$ cat config.mk
export PLATFORM = sky130hd
export DESIGN_NAME = press_classifier
export DESIGN_NICKNAME = d
export VERILOG_FILES = /design/src/rtl/press_classifier.sv
export SDC_FILE = /design/constraint.sdc
export NUM_CORES = 1
export LEC_CHECK = 0
export CORE_UTILIZATION = 57
export CTS_BUF_LIST = sky130_fd_sc_hd__clkbuf_8
export CTS_CLUSTER_SIZE = 28
export DETAILED_ROUTE_END_ITERATION = 10
export PLACE_DENSITY = 0.78
export SYNTH_ARGS = -nofsm -noshare
export SYNTH_HDL_FRONTEND = slang
export SYNTH_SLANG_ARGS = --single-unit
$ cat constraint.sdc
create_clock -name i_clk -period 2.5 [get_ports i_clk]
set_input_delay 0.5 -clock i_clk [delete_from_list [all_inputs] [get_ports i_clk]]
set_output_delay 0.5 -clock i_clk [all_outputs]
set_load 0.01 [all_outputs]
$ cat src/rtl/press_classifier.sv
// press_classifier: turns debounced rising/falling pulses into short, double and long press events.
// Define PRESS_REPEAT_EN to enable auto-repeat pulses while a long press is held.
package pipeline_types;
   typedef struct packed {
      logic rising;
      logic falling;
   } control_path_t;
endpackage

module press_classifier
   import pipeline_types::*;
#(
   parameter int LONG_PRESS_CYCLES = 1000,
   parameter int DOUBLE_GAP_CYCLES = 300,
   parameter int REPEAT_CYCLES     = 200
) (
   input  logic          i_clk,
   input  logic          i_reset_n,
   input  control_path_t i_control,
   output logic          o_short_press,
   output logic          o_double_press,
   output logic          o_long_press,
   output logic          o_held,
   output logic          o_repeat,
   output logic          o_busy
);

   localparam int MAX_LG  = (LONG_PRESS_CYCLES > DOUBLE_GAP_CYCLES) ? LONG_PRESS_CYCLES
                                                                    : DOUBLE_GAP_CYCLES;
   localparam int MAX_ALL = (MAX_LG > REPEAT_CYCLES) ? MAX_LG : REPEAT_CYCLES;
   localparam int CNT_W   = $clog2(MAX_ALL + 1);

   localparam logic [CNT_W-1:0] LONG_LAST = CNT_W'(LONG_PRESS_CYCLES - 1);
   localparam logic [CNT_W-1:0] GAP_LAST  = CNT_W'(DOUBLE_GAP_CYCLES - 1);

   if (LONG_PRESS_CYCLES < 2 || DOUBLE_GAP_CYCLES < 2 || REPEAT_CYCLES < 2) begin : g_param_check
      $error("press_classifier: all cycle parameters must be >= 2");
   end

   typedef enum logic [2:0] {
      ST_IDLE,
      ST_PRESS1,
      ST_WAIT_GAP,
      ST_PRESS2,
      ST_LONG_HELD
   } state_e;

   state_e           state_q, state_d;
   logic [CNT_W-1:0] cnt_q, cnt_d;
   logic             short_q, short_d;
   logic             double_q, double_d;
   logic             long_q, long_d;
   logic             held_q, held_d;
   logic             busy_q, busy_d;
   logic             rise, fall;

`ifdef PRESS_REPEAT_EN
   localparam logic [CNT_W-1:0] REPEAT_LAST = CNT_W'(REPEAT_CYCLES - 1);
   logic repeat_q, repeat_d;
`endif

   // Coincident edges carry no usable direction, so both are dropped.
   assign rise = i_control.rising & ~i_control.falling;
   assign fall = i_control.falling & ~i_control.rising;

   always_comb begin
      // NOTE: every signal written here gets a default first so no latch is inferred.
      state_d  = state_q;
      cnt_d    = cnt_q + CNT_W'(1);
      short_d  = 1'b0;
      double_d = 1'b0;
      long_d   = 1'b0;
`ifdef PRESS_REPEAT_EN
      repeat_d = 1'b0;
`endif

      unique case (state_q)
         ST_IDLE: begin
            cnt_d = '0;
            if (rise) state_d = ST_PRESS1;
         end
         ST_PRESS1: begin
            if (fall) begin
               state_d = ST_WAIT_GAP;
            end else if (cnt_q == LONG_LAST) begin
               state_d = ST_LONG_HELD;
               long_d  = 1'b1;
            end
         end
         ST_WAIT_GAP: begin
            if (rise) begin
               state_d = ST_PRESS2;
            end else if (cnt_q == GAP_LAST) begin
               state_d = ST_IDLE;
               short_d = 1'b1;
            end
         end
         ST_PRESS2: begin
            cnt_d = '0;
            if (fall) begin
               state_d  = ST_IDLE;
               double_d = 1'b1;
            end
         end
         ST_LONG_HELD: begin
`ifdef PRESS_REPEAT_EN
            if (fall) begin
               state_d = ST_IDLE;
            end else if (cnt_q == REPEAT_LAST) begin
               cnt_d    = '0;
               repeat_d = 1'b1;
            end
`else
            cnt_d = '0;
            if (fall) state_d = ST_IDLE;
`endif
         end
         default: begin
            state_d = ST_IDLE;
            cnt_d   = '0;
         end
      endcase

      if (state_d != state_q) cnt_d = '0;

      held_d = (state_d == ST_LONG_HELD);
      busy_d = (state_d != ST_IDLE);
   end

   always_ff @(posedge i_clk or negedge i_reset_n) begin
      if (!i_reset_n) begin
         state_q  <= ST_IDLE;
         cnt_q    <= '0;
         short_q  <= 1'b0;
         double_q <= 1'b0;
         long_q   <= 1'b0;
         held_q   <= 1'b0;
         busy_q   <= 1'b0;
      end else begin
         // NOTE: non-blocking assignments keep all state updates on the same edge.
         state_q  <= state_d;
         cnt_q    <= cnt_d;
         short_q  <= short_d;
         double_q <= double_d;
         long_q   <= long_d;
         held_q   <= held_d;
         busy_q   <= busy_d;
      end
   end

`ifdef PRESS_REPEAT_EN
   always_ff @(posedge i_clk or negedge i_reset_n) begin
      if (!i_reset_n) repeat_q <= 1'b0;
      else            repeat_q <= repeat_d;
   end
   assign o_repeat = repeat_q;
`else
   assign o_repeat = 1'b0;
`endif

   assign o_short_press  = short_q;
   assign o_double_press = double_q;
   assign o_long_press   = long_q;
   assign o_held         = held_q;
   assign o_busy         = busy_q;

endmodule

; Word-level counts from Yosys, hierarchy flattened
; Cells that the tools add are included.
[word_totals]
regBits = 18
in_bits = 4
output_inout_bits = 6
word_cells = 41
[op_classes]
add_sub_neg = 1
eq_ne = 8
mux = 17
bitwise = 4
reduce_logical = 4
[ops]
columns = cell, n
row1 = $mux 10, 2
row2 = $mux 3, 6
row3 = $pmux 3 s4, 1
row4 = $add 10x1->10 const B, 1
row5 = $eq 10x10->1 const B, 1
row6 = $eq 10x9->1 const B, 1
row7 = $mux 1, 8
row8 = $eq 3x2->1 const B, 2
row9 = $eq 3x3->1 const B, 2
row10 = $reduce_or 2->1, 2
row11 = $eq 3x1->1 const B, 1
row12 = $logic_not 3->1, 1
row13 = $ne 3x3->1, 1
row14 = $reduce_bool 3->1, 1
row15 = $and 1x1->1, 2
row16 = $not 1->1, 2

; Depth between registers and ports, before layout
; Gate-level depths: netlist (run 1).
[logic_depth]
depth_word = 6
depth_mapped = 5
mapped_depth_nobuf = 5

; Worst setup path after synthesis (run 1)
; OpenSTA, ideal clock, no wires.
[synth_path]
kind = reg-to-reg
startpoint = register cnt_q[0]
endpoint = register cnt_q[1]
setup_ns = 0.141
t_arrival_ns = 1.683
required_ns = 2.359
path_slack_ns = 0.676
stages_incl_launch_ff = 6
path_buffers = 0
period_less_slack_ns = 1.824
cell_sequence = dfrtp_1 -> ha_1 -> nand4b_1 -> or4_1 -> nor3_2 -> nor4b_1
[synth_via]
elab_chain_len = 6
word_cells_on_any_way = 11
cone_classes = add/sub: 1 / eq/ne: 3 / mux: 7
[synth_rtl]
columns = item, line
row1 = from (decl), 49  ; logic [CNT_W-1:0] cnt_q, cnt_d;
row2 = from (signal assigned), 142  ; cnt_q <= cnt_d;
row3 = $eq 10x9->1 or $eq 10x10->1 (tied branches), "93, 85"
row4 = "$mux 3, on equally long branches", "93, 85"
row5 = "$mux 3, on equally long branches", "91, 83"
row6 = $pmux 3 s4, 77  ; unique case (state_q)
row7 = $ne 3x3->1, 124  ; if (state_d != state_q) cnt_d = '0;
row8 = $mux 10 *, 124
row9 = via cnt_d[1], 49
; Mark *: on every way through the listed nets, which the timed path passes. The rest lies on a longest branch.

; Worst setup path after layout (run 1)
[layout_path]
startpoint = register cnt_q[0]
endpoint = register cnt_q[3]
; The elaborated chain is that of the path after synthesis.

==> results of run 1 <==
## layout make-up
cell class                      instances  area [um2]
Timing Repair Buffer                    9       87.58
Fill cell                             130       440.4
Tap cell                               16       20.02
Clock buffer                            4       55.05
Inverter                                3       11.26
Multi-Input combinational cell         72       476.7
Sequential cell                        18       450.4
## synthesized netlist by cell type (all sizes together) (2+ instances only)
| library cell | number |
|---|---|
| inv | 3 |
| xnor2 | 6 |
| nand2 | 9 |
| xor2 | 2 |
| nand3 | 7 |
| nand2b | 5 |
| nor2b | 3 |
| clkbuf | 3 |
| nor2 | 3 |
| a211oi | 2 |
| dfrtp | 18 |
| a21oi | 3 |
| nor3 | 10 |
| nor4 | 6 |
## path summary, 6_finish.rpt
kind / startpoint / slack (ns) / endpoint / depth (start not counted)
min in group asynchronous: i_reset_n / 0.69 / cnt_q[6]$_DFF_PN0_ / 1
min reg2reg: cnt_q[0]$_DFF_PN0_ / 0.53 / cnt_q[0]$_DFF_PN0_ / 1
max: cnt_q[0]$_DFF_PN0_ / 0.36 / cnt_q[3]$_DFF_PN0_ / 5
max reg2reg: cnt_q[0]$_DFF_PN0_ / 0.36 / cnt_q[3]$_DFF_PN0_ / 5
max in group asynchronous: i_reset_n / 1.34 / o_busy$_DFF_PN0_ / 1
min: cnt_q[0]$_DFF_PN0_ / 0.53 / cnt_q[0]$_DFF_PN0_ / 1
## state kept, by name, summed over array words and instances (netlist names)
signal / count
o_long_press: 1
cnt_q: 10
state_q: 3
o_held: 1
o_double_press: 1
o_short_press: 1
o_busy: 1
## worst reg2reg max path, cell delays in order, from the launching register on
cell and delay, ns:
dfrtp_1 0.41, ha_1 0.25, nand4b_1 0.21, or4_1 0.53
nor3_2 0.48, nor4_1 0.12
## power breakdown
part	total (mW)	internal [mW]	leakage (nW)	switching (mW)
logic	0.194	0.0868	0.138	0.107
registers	0.369	0.320	0.243	0.0493
clock network	0.235	0.140	0.0288	0.0952
## cells by family after synthesis
family / Yosys count / synth area share [%]
buffers and inverters: 7 / 3.137
and+or+nand+nor: 51 / 30.59
AOI/OAI and AO/OA: 10 / 9.151
other: 1 / 0.3918
xor gates and xnor gates: 8 / 7.321
adders and majority gates: 2 / 2.353
DFF: 18 / 47.06
## through the flow
step                utilization, %  hold WS [ns]  total power [mW]  cell area, um2
finish                       71.43        0.5300            0.7978            1101
global route                 71.43        0.5644            0.8405            1101
CTS                          71.43        0.5326            0.8041            1101
detailed placement           67.86        0.5230            0.5674            1046
global placement             67.86        0.5120            0.5630            1046
floorplan                        -        0.2044            0.5123           957.2
## metal layers
metal	vias up	wire, um	part of all wire, %
met5	-	0	0
met4	0	37	2.1
met3	5	91	5.1
met2	22	792	45
met1	339	850	48
li1	371	-	-
## layout by cell type, fill, tap and decap left out, types with 3 or more instances in the layout
cell	Yosys	routed
nor2b_1	3	3
xnor2_1	6	6
nor4_1	5	5
inv_1	3	3
clkdlybuf4s50_1	0	8
nor2_1	3	3
a21oi_1	3	3
nand3_1	7	7
dfrtp_1	18	18
nand2_1	9	9
nor3_1	9	9
clkbuf_8	0	4
nand2b_1	5	5
==> impl_metrics.xml, run 1 <==
<?xml version="1.0" encoding="UTF-8"?>
<metrics>
  <group name="detailed_routing">
    <metric name="first_pass_iters" unit="">4</metric>
    <metric name="routed_wl_per_cell" unit="um">14.52</metric>
    <metric name="dr_total_vias" unit="">737</metric>
    <metric name="route.final.wire_length" unit="um">1771</metric>
    <metric name="drt_iter0_markers" unit="">14</metric>
    <metric name="remaining_drc_errors" unit="">0</metric>
    <metric name="detail_route.vias_per_cell" unit="">6.041</metric>
    <metric name="antenna_left" unit="">0</metric>
  </group>
  <group name="critical_path">
    <metric name="critical-path-max-stage-delay" unit="ns">0.53</metric>
    <metric name="critical_path.cell_chain" unit="">ha_1 -&gt; nand4b_1 -&gt; or4_1 -&gt; nor3_2 -&gt; nor4_1</metric>
    <metric name="worst-endpoint-required" unit="ns">2.61</metric>
    <metric name="critical-path-slowest-cell" unit="">or4_1</metric>
    <metric name="critPathBufInv" unit="">0</metric>
    <metric name="timing_worst_setup_path_type" unit="">reg2reg</metric>
    <metric name="worst_ep_arrival_time" unit="ns">2.25</metric>
    <metric name="cp_top_family" unit="">simple AND/OR/NAND/NOR gates</metric>
    <metric name="timing.critical_path.fanout_max" unit="">9</metric>
    <metric name="endpoint_kind" unit="">flop</metric>
    <metric name="type_of_element_launching_the_critical_path" unit="">flop</metric>
  </group>
  <group name="global_route">
    <metric name="maximum_number_of_pins_on_one_net_before_global_route_repair" unit="">19</metric>
    <metric name="grt_util_met1" unit="%">32.60</metric>
    <metric name="gr-total-overflow" unit="">0</metric>
    <metric name="grt.busiest_layer" unit="">met1</metric>
    <metric name="grt_antenna_before_repair" unit="">0</metric>
    <metric name="grt.met3_usage" unit="%">5.106</metric>
    <metric name="grt_first_pass_wirelength" unit="um">3049</metric>
    <metric name="grt_pass1_vias" unit="">680</metric>
    <metric name="groute.usage.overall" unit="%">22.64</metric>
    <metric name="grtUsageMet2" unit="%">32.12</metric>
  </group>
  <group name="synthesis">
    <metric name="ys.warnings.count" unit="">0</metric>
    <metric name="synth_flop_cell" unit="">dfrtp_1</metric>
    <metric name="synth-async-reset-ratio" unit="%">100.0</metric>
    <metric name="synth_enable_flop_cells" unit="">0</metric>
    <metric name="synthTopCellsByArea" unit="">dfrtp_1, xnor2_1, nor3_1</metric>
    <metric name="synth_top_area_cell" unit="">dfrtp_1</metric>
    <metric name="yosysTopAreaCellShare" unit="%">47.06</metric>
    <metric name="post_synth.cell_area_avg" unit="um2">9.868</metric>
    <metric name="synth_cell_type_count" unit="">33</metric>
    <metric name="mappedNetlistNets" unit="">102</metric>
    <metric name="ff_latch_count_synth" unit="">18</metric>
    <metric name="synthesis.instances" unit="">97</metric>
    <metric name="synth_area" unit="um2">957.2</metric>
    <metric name="synth.yosys.seq_area_share" unit="%">47.06</metric>
  </group>
  <group name="power">
    <metric name="max-vdd-ir-drop" unit="uV">483.1</metric>
    <metric name="power_per_cell_area" unit="nW/um2">724.6</metric>
    <metric name="power.static_leakage" unit="nW">0.4097</metric>
  </group>
  <group name="clock_tree">
    <metric name="num_cts_buffers" unit="">3</metric>
    <metric name="clk_pin_slew_worst_paths" unit="ns">0.07</metric>
    <metric name="number_of_buffers_on_the_longest_clock_path" unit="">2</metric>
    <metric name="root_buffer" unit="">clkbuf_8</metric>
    <metric name="skew_pair_late_insertion_delay" unit="ns">0.26</metric>
    <metric name="cts_tree" unit="">yes</metric>
    <metric name="htree_num_levels" unit="">1</metric>
    <metric name="clock_sinks" unit="">18</metric>
    <metric name="postCtsSetupRepairBufs" unit="">0</metric>
    <metric name="postCtsHoldBufs" unit="">0</metric>
    <metric name="postCtsResizedCells" unit="">0</metric>
  </group>
  <group name="placement">
    <metric name="dp_hpwl" unit="um">1323</metric>
    <metric name="post-place-ws" unit="ns">0.2975</metric>
    <metric name="placed_cells" unit="">118</metric>
    <metric name="finalWeightedCongestion" unit="">0.8663</metric>
    <metric name="port-buffer-count" unit="">8</metric>
  </group>
  <group name="cells_and_area">
    <metric name="post_layout_nonfiller_instances" unit="">122</metric>
    <metric name="layout-drive-gt1-share" unit="%">8.491</metric>
    <metric name="area.growth.synth_to_final" unit="%">15.03</metric>
    <metric name="nets" unit="">112</metric>
    <metric name="diode_count" unit="">0</metric>
  </group>
  <group name="timing">
    <metric name="max_slew_margin" unit="%">49.64</metric>
    <metric name="rsz_0062_raised_after_global_routing" unit="">no</metric>
    <metric name="post-route-worst-setup-slack" unit="ns">0.3625</metric>
    <metric name="worst_pin_slew" unit="ns">0.7531</metric>
    <metric name="worst_clock_skew" unit="ns">0.004004</metric>
    <metric name="timing.setup.tns" unit="ns">0</metric>
    <metric name="report.final.setup_viol" unit="">0</metric>
    <metric name="slew_violations" unit="">0</metric>
    <metric name="hold_viol_final" unit="">0</metric>
    <metric name="max_freq" unit="GHz">0.4678</metric>
    <metric name="finalCritPeriodShare" unit="%">85.50</metric>
    <metric name="fin_crit" unit="ns">2.137</metric>
  </group>
  <group name="floorplan">
    <metric name="top_level_ports" unit="">10</metric>
    <metric name="die_area" unit="um2">1847</metric>
    <metric name="rows" unit="">14</metric>
    <metric name="core_area" unit="um2">1541</metric>
    <metric name="start_util" unit="%">62.09</metric>
    <metric name="chipHeight" unit="um">42.98</metric>
    <metric name="die-width" unit="um">42.98</metric>
  </group>
  <group name="outcome">
    <metric name="outcome" unit="">complete, no violations</metric>
  </group>
  <group name="flow_run">
    <metric name="cap_violations" unit="">0</metric>
  </group>
  <group name="hold_path">
    <metric name="hold_path_class" unit="">reg2reg</metric>
  </group>
</metrics>
Power figures use the tool's default switching activity.
==> inputs of run 2 (changes only) <==
- ABC_AREA: not set -> 0
==> results of run 2 <==
Final layout, timing and power as in run 1 (identical DEF).
